## config.mk

```make
export PLATFORM = sky130hd
export DESIGN_NAME = rr_sel
export DESIGN_NICKNAME = d
export VERILOG_FILES = /design/src/rtl/rr_sel.sv
export SDC_FILE = /design/constraint.sdc
export NUM_CORES = 1
export LEC_CHECK = 0
export BUFFER_PORTS_ARGS = -buffer_cell sky130_fd_sc_hd__buf_2
export CAP_MARGIN = 20
export CORE_MARGIN = 2
export CORE_UTILIZATION = 50
export CTS_BUF_LIST = sky130_fd_sc_hd__clkbuf_4
export DETAILED_ROUTE_END_ITERATION = 8
export PLACE_DENSITY_LB_ADDON = 0.25
export SYNTH_ARGS = -nofsm -noshare
export SYNTH_HDL_FRONTEND = slang
export SYNTH_SLANG_ARGS = --single-unit
export TNS_END_PERCENT = 100
```

## constraint.sdc

```tcl
create_clock -name clk -period 4.1 [get_ports clk]
set_clock_uncertainty 0.2 [all_clocks]
set_input_delay 0.205 -clock clk [delete_from_list [all_inputs] [get_ports clk]]
set_output_delay 0.205 -clock clk [all_outputs]
set_load 0.01 [all_outputs]
```

## src/rtl/rr_sel.sv

```systemverilog
// rr_sel: round-robin grant sequencer that drives the enable and select inputs of a 3-to-8 decoder.
// Each grant is limited to HOLD cycles, and there is always one idle cycle between two grants.
// Optional build macro RR_SEL_PRIO_EN: switches to fixed priority, where the lowest index wins
// and the rotation pointer stays at 0.
module rr_sel #(
  parameter int unsigned HOLD = 4
) (
  input  logic       clk,
  input  logic       rst_n,
  input  logic [7:0] req,
  input  logic       rel,
  output logic       e,
  output logic [2:0] i
);

  localparam int unsigned N  = 8;
  localparam int unsigned IW = 3;
  localparam int unsigned CW = 8;

  typedef enum logic {
    IDLE  = 1'b0,
    GRANT = 1'b1
  } state_t;

  state_t          state_q;
  logic [IW-1:0]   ptr_q;
  logic [CW-1:0]   cnt_q;
  logic            e_q;
  logic [IW-1:0]   i_q;

  logic [IW-1:0]   winner_c;
  logic            found_c;
  logic [IW-1:0]   idx_c;
  logic            end_c;

  // Find the first requester, scanning upward from ptr and wrapping past 7.
  // In fixed-priority mode ptr is always 0, so this scan returns the lowest set index.
  always_comb begin
    winner_c = ptr_q;
    found_c  = 1'b0;
    idx_c    = '0;
    for (int k = 0; k < N; k++) begin
      idx_c = ptr_q + IW'(k);
      if (!found_c && req[idx_c]) begin
        winner_c = idx_c;
        found_c  = 1'b1;
      end
    end
  end

  // The grant ends on a release pulse, on a withdrawn request, or when the hold limit is reached.
  // Any combination of these counts as a single end.
  assign end_c = rel | ~req[i_q] | (cnt_q == CW'(HOLD));

  // Arbitration FSM. All outputs are registered.
  always_ff @(posedge clk) begin
    if (!rst_n) begin
      state_q <= IDLE;
      ptr_q   <= '0;
      cnt_q   <= '0;
      e_q     <= 1'b0;
      i_q     <= '0;
    end else begin
      case (state_q)
        IDLE: begin
          if (|req) begin
            i_q     <= winner_c;
            e_q     <= 1'b1;
            cnt_q   <= CW'(1);
            state_q <= GRANT;
          end
        end
        GRANT: begin
          if (end_c) begin
            e_q     <= 1'b0;
            state_q <= IDLE;
`ifdef RR_SEL_PRIO_EN
            ptr_q   <= '0;
`else
            ptr_q   <= i_q + IW'(1);
`endif
          end else begin
            cnt_q <= cnt_q + CW'(1);
          end
        end
        default: begin
          state_q <= IDLE;
          e_q     <= 1'b0;
        end
      endcase
    end
  end

  assign e = e_q;
  assign i = i_q;

endmodule
```

==> results.yml, run 1 <==
run_status:
  status: "finished clean"
clock_tree:
  htreeDepth: 1
  clk_pin_slew_ns: 0.09
  clockBufferDepth: 2
  clkLatencyLatePin_ns: 0.28
  numCtsBuffers: 3
  clock-sinks: 16
  root_buffer: "clkbuf_4"
  cts_tree: "built"
  ctsResizeCount: 0
  cts_hold_buf: 0
  post-cts-setup-buffers: 0
yosys:
  synth_top_area_frac: 0.201
  synth-edff-count: 0
  yosys-top-cells-count: "nor2_1 (20), dfxtp_1 (16), nand2_1 (15)"
  yosys_warnings: 0
  netlist_instances: 173
  ys.flop_type: "dfxtp_1"
  syn-cell-area_sq_um: 1590
  avgSynthCellArea_sq_um: 9.20
  synth_nets: 189
  ys_types: 48
  synth-seq-cells: 16
  synth_most_common_cell: "nor2_1"
  ys_async_sr_fraction: 0
  synth-seq-area-share: 0.201
  yosys-top-cells-area: "dfxtp_1 (20%), mux4_2 (13%), mux4_1 (5.0%), nor2_1 (4.7%), mux2i_1 (4.4%)"
  yosysTopAreaCell: "dfxtp_1"
hold_path:
  min-delay-start: "rst_n"
  min_path_type: "in -> reg"
  holdPathEnd: "e$_SDFFE_PN0P_"
  holdPathStages: 3
route:
  dr.pass1.iters: 4
  drt-wirelength-per-cell_um: 16.1
  vias: 1413
  routed_wl_um: 3730
  drtIter0Drc: 90
  postRouteAntennaNets: 0
  via_per_inst: 6.12
  drc: 0
worst_setup_path:
  start_kind: "register"
  r2r-end: "i[1]$_SDFFE_PN0P_"
  r2r_setup_slack_ns: 0.61
  r2r_cells: 7
  r2r_start: "ptr_q[1]$_SDFFE_PN0P_"
  critPathKind: "reg -> reg"
  required_ns: 4.07
  worstSetupEndpointType: "register"
  arrival_ns: 3.46
  path_max_fanout: 12
global_routing:
  grt_pass1_wl_um: 5980
  track_usage: 0.219
  grt_pass1_vias: 1246
  antenna_found_initial: 0
  grt.overflow.total: 0
  grt_max_degree: 16
cells_and_area:
  num_antenna_cells: 0
  final_nets: 204
  n_fill_cell: 301
  area_delta_synth_final_pct: 7.39
  drive_gt1_frac: 0.219
  finalInstanceArea_sq_um: 1710
sta:
  fin_hold_ws_ns: 0.0384
  finalCriticalPeriod_ns: 3.49
  worstMarginPinSlew_ns: 0.594
  setup_violations: 0
  relSlewSlack: 0.603
  min_period_over_period: 0.851
  hold_viol_final: 0
  finalSetupTns_ns: 0
  slew_viol_final: 0
  max_freq_mhz: 287
  rsz0062_at_grt: "no"
power:
  leakage_uw: 0.000633
  ir_drop_v: 0.000188
  powerDensity_nw_per_um2: 379
floorplan:
  die_w_um: 60.4
  ios: 15
  die_h_um: 60.4
  dieArea_sq_um: 3650
  coreArea_sq_um: 3050
  row_count: 20
  start_util: 0.521
job:
  drv_cap: 0
place:
  dp_hpwl_um: 2930
  placed_area_sq_um: 1680
  gp_congestion: 1.01
  io_buffers: 14
critical path, stage by stage (launching register included):
cell	delay (ns)
dfxtp_1	0.63
inv_1	0.24
ha_1	0.64
mux4_2	0.47
mux2i_4	0.25
nand3_2	0.15
or4_1	0.55
a32o_1	0.24
how the worst max path moves through the flow:
stage | slack, ns | from | cells past startpoint | to
after floorplan | 1.23 | ptr_q[0]$_SDFFE_PN0P_ | 11 | i[1]$_SDFFE_PN0P_
final | 0.61 | ptr_q[1]$_SDFFE_PN0P_ | 7 | i[1]$_SDFFE_PN0P_
after global placement | 0.80 | ptr_q[1]$_SDFFE_PN0P_ | 7 | i[1]$_SDFFE_PN0P_
after global routing | 0.43 | ptr_q[1]$_SDFFE_PN0P_ | 9 | i[2]$_SDFFE_PN0P_
after detailed placement | 0.69 | ptr_q[1]$_SDFFE_PN0P_ | 7 | i[1]$_SDFFE_PN0P_
after CTS | 0.68 | ptr_q[1]$_SDFFE_PN0P_ | 7 | i[1]$_SDFFE_PN0P_
layer usage:
metal | wire (um) | part of all wire | track usage
met3 | 195 | 0.052 | 0.0235
met5 | 0 | 0 | 0
met1 | 1690 | 0.45 | 0.315
met2 | 1830 | 0.49 | 0.362
met4 | 12 | 0.0032 | 0.0466
layout make-up:
class                   instances  area (sq um)  area share
clock buffers                   3          22.5      0.0132
clock inverters                 1          3.75     0.00220
inverters                       8          30.0      0.0176
multi-input cells             144          1200       0.702
flip-flops and latches         16           320       0.187
well taps                      44          55.1      0.0322
repair buffers                 15          77.6      0.0454
cell usage in the layout, fill, tap and decap left out, types with 2 or more instances in the layout:
cell type,n
dfxtp_1,16
mux4_1,3
nor2_1,20
mux2i_4,2
xor2_1,7
o211ai_1,2
nand2b_1,3
buf_2,14
xnor2_1,3
o21ai_1,3
o21ai_0,7
nor4_1,2
o221ai_1,3
a21oi_1,8
nor3_1,5
nand3_1,3
inv_1,8
mux2_2,4
mux2i_1,7
clkbuf_4,3
a211oi_1,5
mux4_2,9
nand4_1,5
ha_1,5
nand2_1,15
and3_1,2
power by group:
| part | switching, uW | leakage, uW | total, uW | internal [uW] |
|---|---|---|---|---|
| sequential | 26.1 | 0.000131 | 196 | 170 |
| combinational | 203 | 0.000487 | 371 | 168 |
| clock | 45.9 | 0.0000154 | 81.1 | 35.3 |
cells by family after synthesis:
logic type	count (synthesis)	share of synthesized area
muxes	25	0.278
buffers and inverters	13	0.0448
AOI/OAI and AO/OA	40	0.182
and+or+nand+nor	64	0.200
DFF	16	0.201
xor gates and xnor gates	10	0.0550
adders and majority gates	5	0.0393
flip-flops by register name, indices dropped and copies added (netlist names):
signal and flops:
cnt_q 8, e 1, i 3, ptr_q 3
state_q 1
stage by stage:
stage / power [uW] / utilization / setup slack (ns) / cells
floorplan: 494 / - / 1.23 / 173
global placement: 556 / 0.551 / 0.804 / 227
detailed placement: 566 / 0.551 / 0.692 / 227
CTS: 650 / 0.560 / 0.676 / 231
global route: 695 / 0.560 / 0.428 / 231
finish: 648 / 0.560 / 0.613 / 231
Power figures use the tool's default switching activity.
==> run 2: changes to the inputs <==
--- a/config.mk
+++ b/config.mk
@@ -7,11 +7,12 @@
 export LEC_CHECK = 0
 export BUFFER_PORTS_ARGS = -buffer_cell sky130_fd_sc_hd__buf_2
 export CAP_MARGIN = 20
+export CORE_ASPECT_RATIO = 1.2
 export CORE_MARGIN = 2
 export CORE_UTILIZATION = 50
 export CTS_BUF_LIST = sky130_fd_sc_hd__clkbuf_4
 export DETAILED_ROUTE_END_ITERATION = 8
-export PLACE_DENSITY_LB_ADDON = 0.25
+export PLACE_DENSITY = 0.76
 export SYNTH_ARGS = -nofsm -noshare
 export SYNTH_HDL_FRONTEND = slang
 export SYNTH_SLANG_ARGS = --single-unit
==> run 2 against run 1 <==
Net effect:
- global-route usage decreased by 0.86 points
- count of clock-buffer cells in the layout unchanged
- die area barely moved
- largest cell class unchanged
- routed wire length shrank 3.6%
- highest routed layer unchanged
- register-to-register slack improved by 0.18 ns
- clock power is 0.7% lower
- utilization fell by 0.25 points
- worst hold slack improved by 0.0056 ns
- combinational power increased by 1%
- sequential cell count unchanged
==> results.yml, run 2 (synthesized netlist as in run 1, its figures left out) <==
job:
  drv_cap: 0
floorplan:
  row_count: 22
  coreArea_sq_um: 3060
  die_h_um: 65.8
  dieArea_sq_um: 3650
  ios: 15
  die_w_um: 55.5
  start_util: 0.521
worst_setup_path:
  r2r_setup_slack_ns: 0.79
  r2r_start: "ptr_q[1]$_SDFFE_PN0P_"
  path_cells: "buf_4 -> inv_1 -> ha_1 -> mux4_2 -> mux2i_4 -> nand3_2 -> or4_1 -> a32o_1"
  start_kind: "register"
  crit_buf_inv: 2
  r2r-end: "i[1]$_SDFFE_PN0P_"
  critical_path.startpoint: "ptr_q[1]$_SDFFE_PN0P_"
  worstSetupEndpointType: "register"
  path_max_fanout: 12
  critical-path-max-stage-delay_ns: 0.64
  arrival_ns: 3.27
  required_ns: 4.07
  r2r_cells: 8
  critPathKind: "reg -> reg"
  cpMaxStageDelayCell: "ha_1"
  path_delay_family: "multiplexers"
clock_tree:
  numCtsBuffers: 3
  clockBufferDepth: 2
  cts_tree: "built"
  ctsResizeCount: 0
  cts_hold_buf: 0
  clkLatencyLatePin_ns: 0.28
  root_buffer: "clkbuf_4"
  post-cts-setup-buffers: 0
  clk_pin_slew_ns: 0.10
  htreeDepth: 1
  clock-sinks: 16
route:
  vias: 1403
  drc: 0
  routed_wl_um: 3600
  via_per_inst: 6.29
  drtIter0Drc: 58
  dr.pass1.iters: 4
  drt-wirelength-per-cell_um: 16.1
  postRouteAntennaNets: 0
cells_and_area:
  finalInstanceArea_sq_um: 1700
  layout_commonest_cell: "nor2_1"
  layout_common_cells: "nor2_1 (20), dfxtp_1 (16), nand2_1 (15)"
  largest_register_ffs: 8
  drive_gt1_frac: 0.225
  largest_register: "cnt_q"
  fin_util: 0.557
  num_antenna_cells: 0
  n_fill_cell: 268
  final_nets: 205
  area_delta_synth_final_pct: 7.00
run_status:
  status: "finished clean"
place:
  dp_hpwl_um: 2810
  placed_area_sq_um: 1680
  gp_congestion: 0.883
  io_buffers: 14
global_routing:
  track_usage: 0.211
  grt_pass1_vias: 1355
  grt.overflow.total: 0
  grt_max_degree: 16
  antenna_found_initial: 0
  grt_pass1_wl_um: 6170
sta:
  min_period_over_period: 0.807
  slew_viol_final: 0
  hold_viol_final: 0
  worstMarginPinSlew_ns: 0.608
  relSlewSlack: 0.595
  rsz0062_at_grt: "no"
  max_freq_mhz: 302
  setup_violations: 0
  finalSetupTns_ns: 0
  finalCriticalPeriod_ns: 3.31
power:
  ir_drop_v: 0.000281
  pwr-share-comb: 0.580
  swShare: 0.422
  p_int_uw: 373
  p_seq_frac: 0.296
  leakage_uw: 0.000637
  switchingPower_uw: 273
  powerDensity_nw_per_um2: 380
  power_frac_clock: 0.124
hold_path:
  min_path_type: "in -> reg"
  holdPathStages: 3
  holdPathEnd: "e$_SDFFE_PN0P_"
  min-delay-start: "rst_n"
==> run 2: changes by cell type in the layout (fill, tap and decap cells not counted) <==
cell      before  now
clkinv_1       1    0
buf_4          1    2
==> run 2: cell type report <==
cell class                      instances  area, sq um  share of cell area
Multi-Input combinational cell        144         1200               0.705
Sequential cell                        16          320               0.188
Timing Repair Buffer                   16         85.1              0.0500
Tap cell                               36         45.0              0.0265
Inverter                                8         30.0              0.0176
Clock buffer                            3         22.5              0.0132
==> run 2: stage by stage <==
step	std cells	setup slack [ns]	total power, uW	hold WS, ns
2_1_floorplan	173	1.23	494	0.131
3_3_place_gp	220	0.914	556	0.300
3_5_place_dp	220	0.868	565	0.311
4_1_cts	223	0.829	647	0.0454
5_1_grt	223	0.642	690	0.0767
6_report	223	0.793	646	0.0440
==> run 2: worst min-delay path: stages <==
cell and delay, ns:
buf_2 0.15, o21ai_0 0.09, nor2_1 0.04
==> run 2: per-layer routing <==
metal	up-vias	global-route usage	share of wire
met5	-	0	0
met4	0	0.101	0.023
met3	10	0.0294	0.043
met2	48	0.344	0.50
met1	657	0.276	0.44
li1	688	-	-
==> run 2: worst max-delay path by stage <==
stage	depth (start not counted)	to
after floorplan	11	i[1]$_SDFFE_PN0P_
after global placement	8	i[1]$_SDFFE_PN0P_
after detailed placement	8	i[1]$_SDFFE_PN0P_
after CTS	8	i[1]$_SDFFE_PN0P_
after global routing	10	i[2]$_SDFFE_PN0P_
final	8	i[1]$_SDFFE_PN0P_
==> run 2: power groups by stage <==
stage          sequential, uW  clock [uW]  combinational [uW]
2_1_floorplan             190           0                 304
3_3_place_gp              194           0                 362
3_5_place_dp              195           0                 370
4_1_cts                   191        84.1                 372
5_1_grt                   193        88.3                 409
6_report                  191        80.5                 375
==> run 3: changes to the inputs <==
--- a/config.mk
+++ b/config.mk
@@ -5,6 +5,7 @@
 export SDC_FILE = /design/constraint.sdc
 export NUM_CORES = 1
 export LEC_CHECK = 0
+export ABC_AREA = 1
 export BUFFER_PORTS_ARGS = -buffer_cell sky130_fd_sc_hd__buf_2
 export CAP_MARGIN = 20
 export CORE_ASPECT_RATIO = 1.2
@@ -12,7 +13,7 @@
 export CORE_UTILIZATION = 50
 export CTS_BUF_LIST = sky130_fd_sc_hd__clkbuf_4
 export DETAILED_ROUTE_END_ITERATION = 8
-export PLACE_DENSITY = 0.76
+export PLACE_DENSITY = 0.79
 export SYNTH_ARGS = -nofsm -noshare
 export SYNTH_HDL_FRONTEND = slang
 export SYNTH_SLANG_ARGS = --single-unit
==> constraint.sdc (replaced) <==
create_clock -name clk -period 2.8 [get_ports clk]
set_clock_uncertainty 0.2 [all_clocks]
set_input_delay 0.14 -clock clk [delete_from_list [all_inputs] [get_ports clk]]
set_output_delay 0.14 -clock clk [all_outputs]
set_load 0.01 [all_outputs]
==> run 3 against run 2 <==
Net effect:
- sequential power increased by 72%
- final cell count increased by 38%
- critical path depth increased by 8
- first-iteration DRC count decreased by 1.7%
- clock power increased by 54%
- final area increased by 1.6%
- worst setup slack got worse by 0.51 ns
- routed wire length increased by 4.3%
- sequential share of layout area decreased by 0.30 points
- non-clock buffer count increased by 3
- worst hold slack improved by 0.13 ns
==> results.yml, run 3 <==
run_status:
  status: "finished clean"
worst_setup_path:
  path_max_fanout: 8
  r2r_start: "ptr_q[0]$_SDFFE_PN0P_"
  crit_buf_inv: 3
  arrival_ns: 2.51
  r2r-end: "i[2]$_SDFFE_PN0P_"
  cp_common_cell: "nand2_1"
  worstSetupEndpointType: "register"
  r2r_cells: 16
  required_ns: 2.79
  critical-path-max-stage-delay_ns: 0.39
  start_kind: "register"
  r2r_setup_slack_ns: 0.28
  critical_path.startpoint: "ptr_q[0]$_SDFFE_PN0P_"
  cpMaxStageDelayCell: "dfxtp_1"
  path_cells: "inv_4 -> ha_1 -> inv_1 -> nand3_1 -> nand3_1 -> nand2_2 -> nor2_4 -> nand3_2 -> nor2_4 -> nand2_2 -> o21ai_1 -> inv_1 -> nand2_1 -> nand2_1 -> nand2_1 -> nand2_1"
  critPathKind: "reg -> reg"
  path_delay_family: "simple AND/OR/NAND/NOR gates"
power:
  ir_drop_v: 0.000464
  powerDensity_nw_per_um2: 751
  leakage_uw: 0.000812
  finalPower_uw: 1300
floorplan:
  start_util: 0.521
  die_h_um: 65.8
  row_count: 22
  ios: 15
  die_w_um: 55.5
  coreArea_sq_um: 3060
  dieArea_sq_um: 3650
yosys:
  synth-edff-count: 0
  netlist_instances: 253
  yosysTopAreaCell: "dfxtp_1"
  synth-seq-cells: 16
  synth-seq-area-share: 0.201
  ys_async_sr_fraction: 0
  yosys-top-cells-count: "nand2_1 (70), nand3_1 (33), inv_1 (25)"
  syn-cell-area_sq_um: 1590
  avgSynthCellArea_sq_um: 6.29
  yosys-top-cells-area: "dfxtp_1 (20%), nand2_1 (17%), nand3_1 (10%), inv_1 (5.9%), a21oi_1 (4.7%)"
  yosys_warnings: 0
  synth_nets: 269
  synth_most_common_cell: "nand2_1"
  ys_types: 36
  synth_top_area_frac: 0.201
  ys.flop_type: "dfxtp_1"
hold_path:
  holdPathEnd: "ptr_q[2]$_SDFFE_PN0P_"
  min-delay-start: "rel"
  min_path_type: "in -> reg"
  holdPathStages: 5
sta:
  setup_violations: 0
  relSlewSlack: 0.643
  min_period_over_period: 0.900
  rsz0062_at_grt: "no"
  slew_viol_final: 0
  finalSetupTns_ns: 0
  worstMarginPinSlew_ns: 0.534
  finalCriticalPeriod_ns: 2.52
  hold_viol_final: 0
  max_freq_mhz: 397
route:
  via_per_inst: 5.47
  drc: 0
  postRouteAntennaNets: 0
  routed_wl_um: 3750
  dr.pass1.iters: 4
  drt-wirelength-per-cell_um: 12.2
  drtIter0Drc: 57
  vias: 1679
place:
  gp_congestion: 0.897
  io_buffers: 14
  placed_area_sq_um: 1690
  dp_hpwl_um: 3060
global_routing:
  grt_max_degree: 14
  grt_pass1_wl_um: 6550
  track_usage: 0.218
  grt.overflow.total: 0
  grt_pass1_vias: 1553
  antenna_found_initial: 0
clock_tree:
  root_buffer: "clkbuf_4"
  clk_pin_slew_ns: 0.09
  cts_tree: "built"
  numCtsBuffers: 3
  clockBufferDepth: 2
  clock-sinks: 16
  htreeDepth: 1
  clkLatencyLatePin_ns: 0.29
cells_and_area:
  area_delta_synth_final_pct: 8.73
  largest_register: "cnt_q"
  layout_commonest_cell: "nand2_1"
  drive_gt1_frac: 0.181
  final_nets: 288
  largest_register_ffs: 8
  layout_common_cells: "nand2_1 (70), nand3_1 (33), inv_1 (25)"
  finalInstanceArea_sq_um: 1730
  num_antenna_cells: 0
job:
  drv_cap: 0
==> run 3: cells by family after synthesis <==
group	after synthesis	share of synthesized area
simple gates	152	0.471
xor+xnor	8	0.0535
fa+ha+maj	5	0.0393
mux	2	0.0126
flops	16	0.201
buf+inv	36	0.101
compound gates	34	0.121
==> run 3: tightest hold or removal path: stages <==
cell     delay, ns
buf_2         0.07
a31oi_1       0.04
nand3_1       0.07
nand2_1       0.13
a21oi_1       0.16
==> run 3: where the power goes <==
part | internal (uW) | switching [uW]
Combinational | 297 | 550
Sequential | 264 | 65.0
Clock | 51.8 | 71.9
==> run 3: layout make-up <==
class                           count  area, sq um
Timing Repair Buffer               19          110
Multi-Input combinational cell    201         1110
Inverter                           31          119
Tap cell                           36         45.0
Clock inverter                      1         3.75
Clock buffer                        3         22.5
Sequential cell                    16          320
Fill cell                         321         1330
==> run 3: what timing repair did <==
| action | in CTS | in global routing |
|---|---|---|
| endpoints found under the hold margin | 5 | 0 |
| setup buffers | 0 | 0 |
| hold buffers | 1 | 0 |
| resized for setup | 0 | 0 |
==> run 3: metrics by stage <==
stage                     setup slack [ns]  hold WS [ns]  std cells  utilization
final                                0.279         0.179        307        0.566
after global routing               0.00195         0.200        307        0.566
after CTS                            0.279         0.177        307        0.566
after detailed placement             0.289         0.249        302        0.554
after global placement               0.353         0.243        302        0.554
after floorplan                      0.261        0.0577        253            -
==> run 3: worst max path at each step <==
stage               slack [ns]                end  depth (start not counted)
detailed placement        0.29  i[2]$_SDFFE_PN0P_                         16
floorplan                 0.26  i[2]$_SDFFE_PN0P_                         19
CTS                       0.28  i[2]$_SDFFE_PN0P_                         16
global route             0.002  i[0]$_SDFFE_PN0P_                         16
global placement          0.35  i[2]$_SDFFE_PN0P_                         16
finish                    0.28  i[2]$_SDFFE_PN0P_                         16
==> run 3: metal layers <==
metal / up-vias / global-route usage / share of wire
li1: 877 / - / -
met1: 753 / 0.254 / 0.43
met2: 41 / 0.423 / 0.52
met3: 8 / 0.0137 / 0.030
met4: 0 / 0.0701 / 0.023
met5: - / 0 / 0
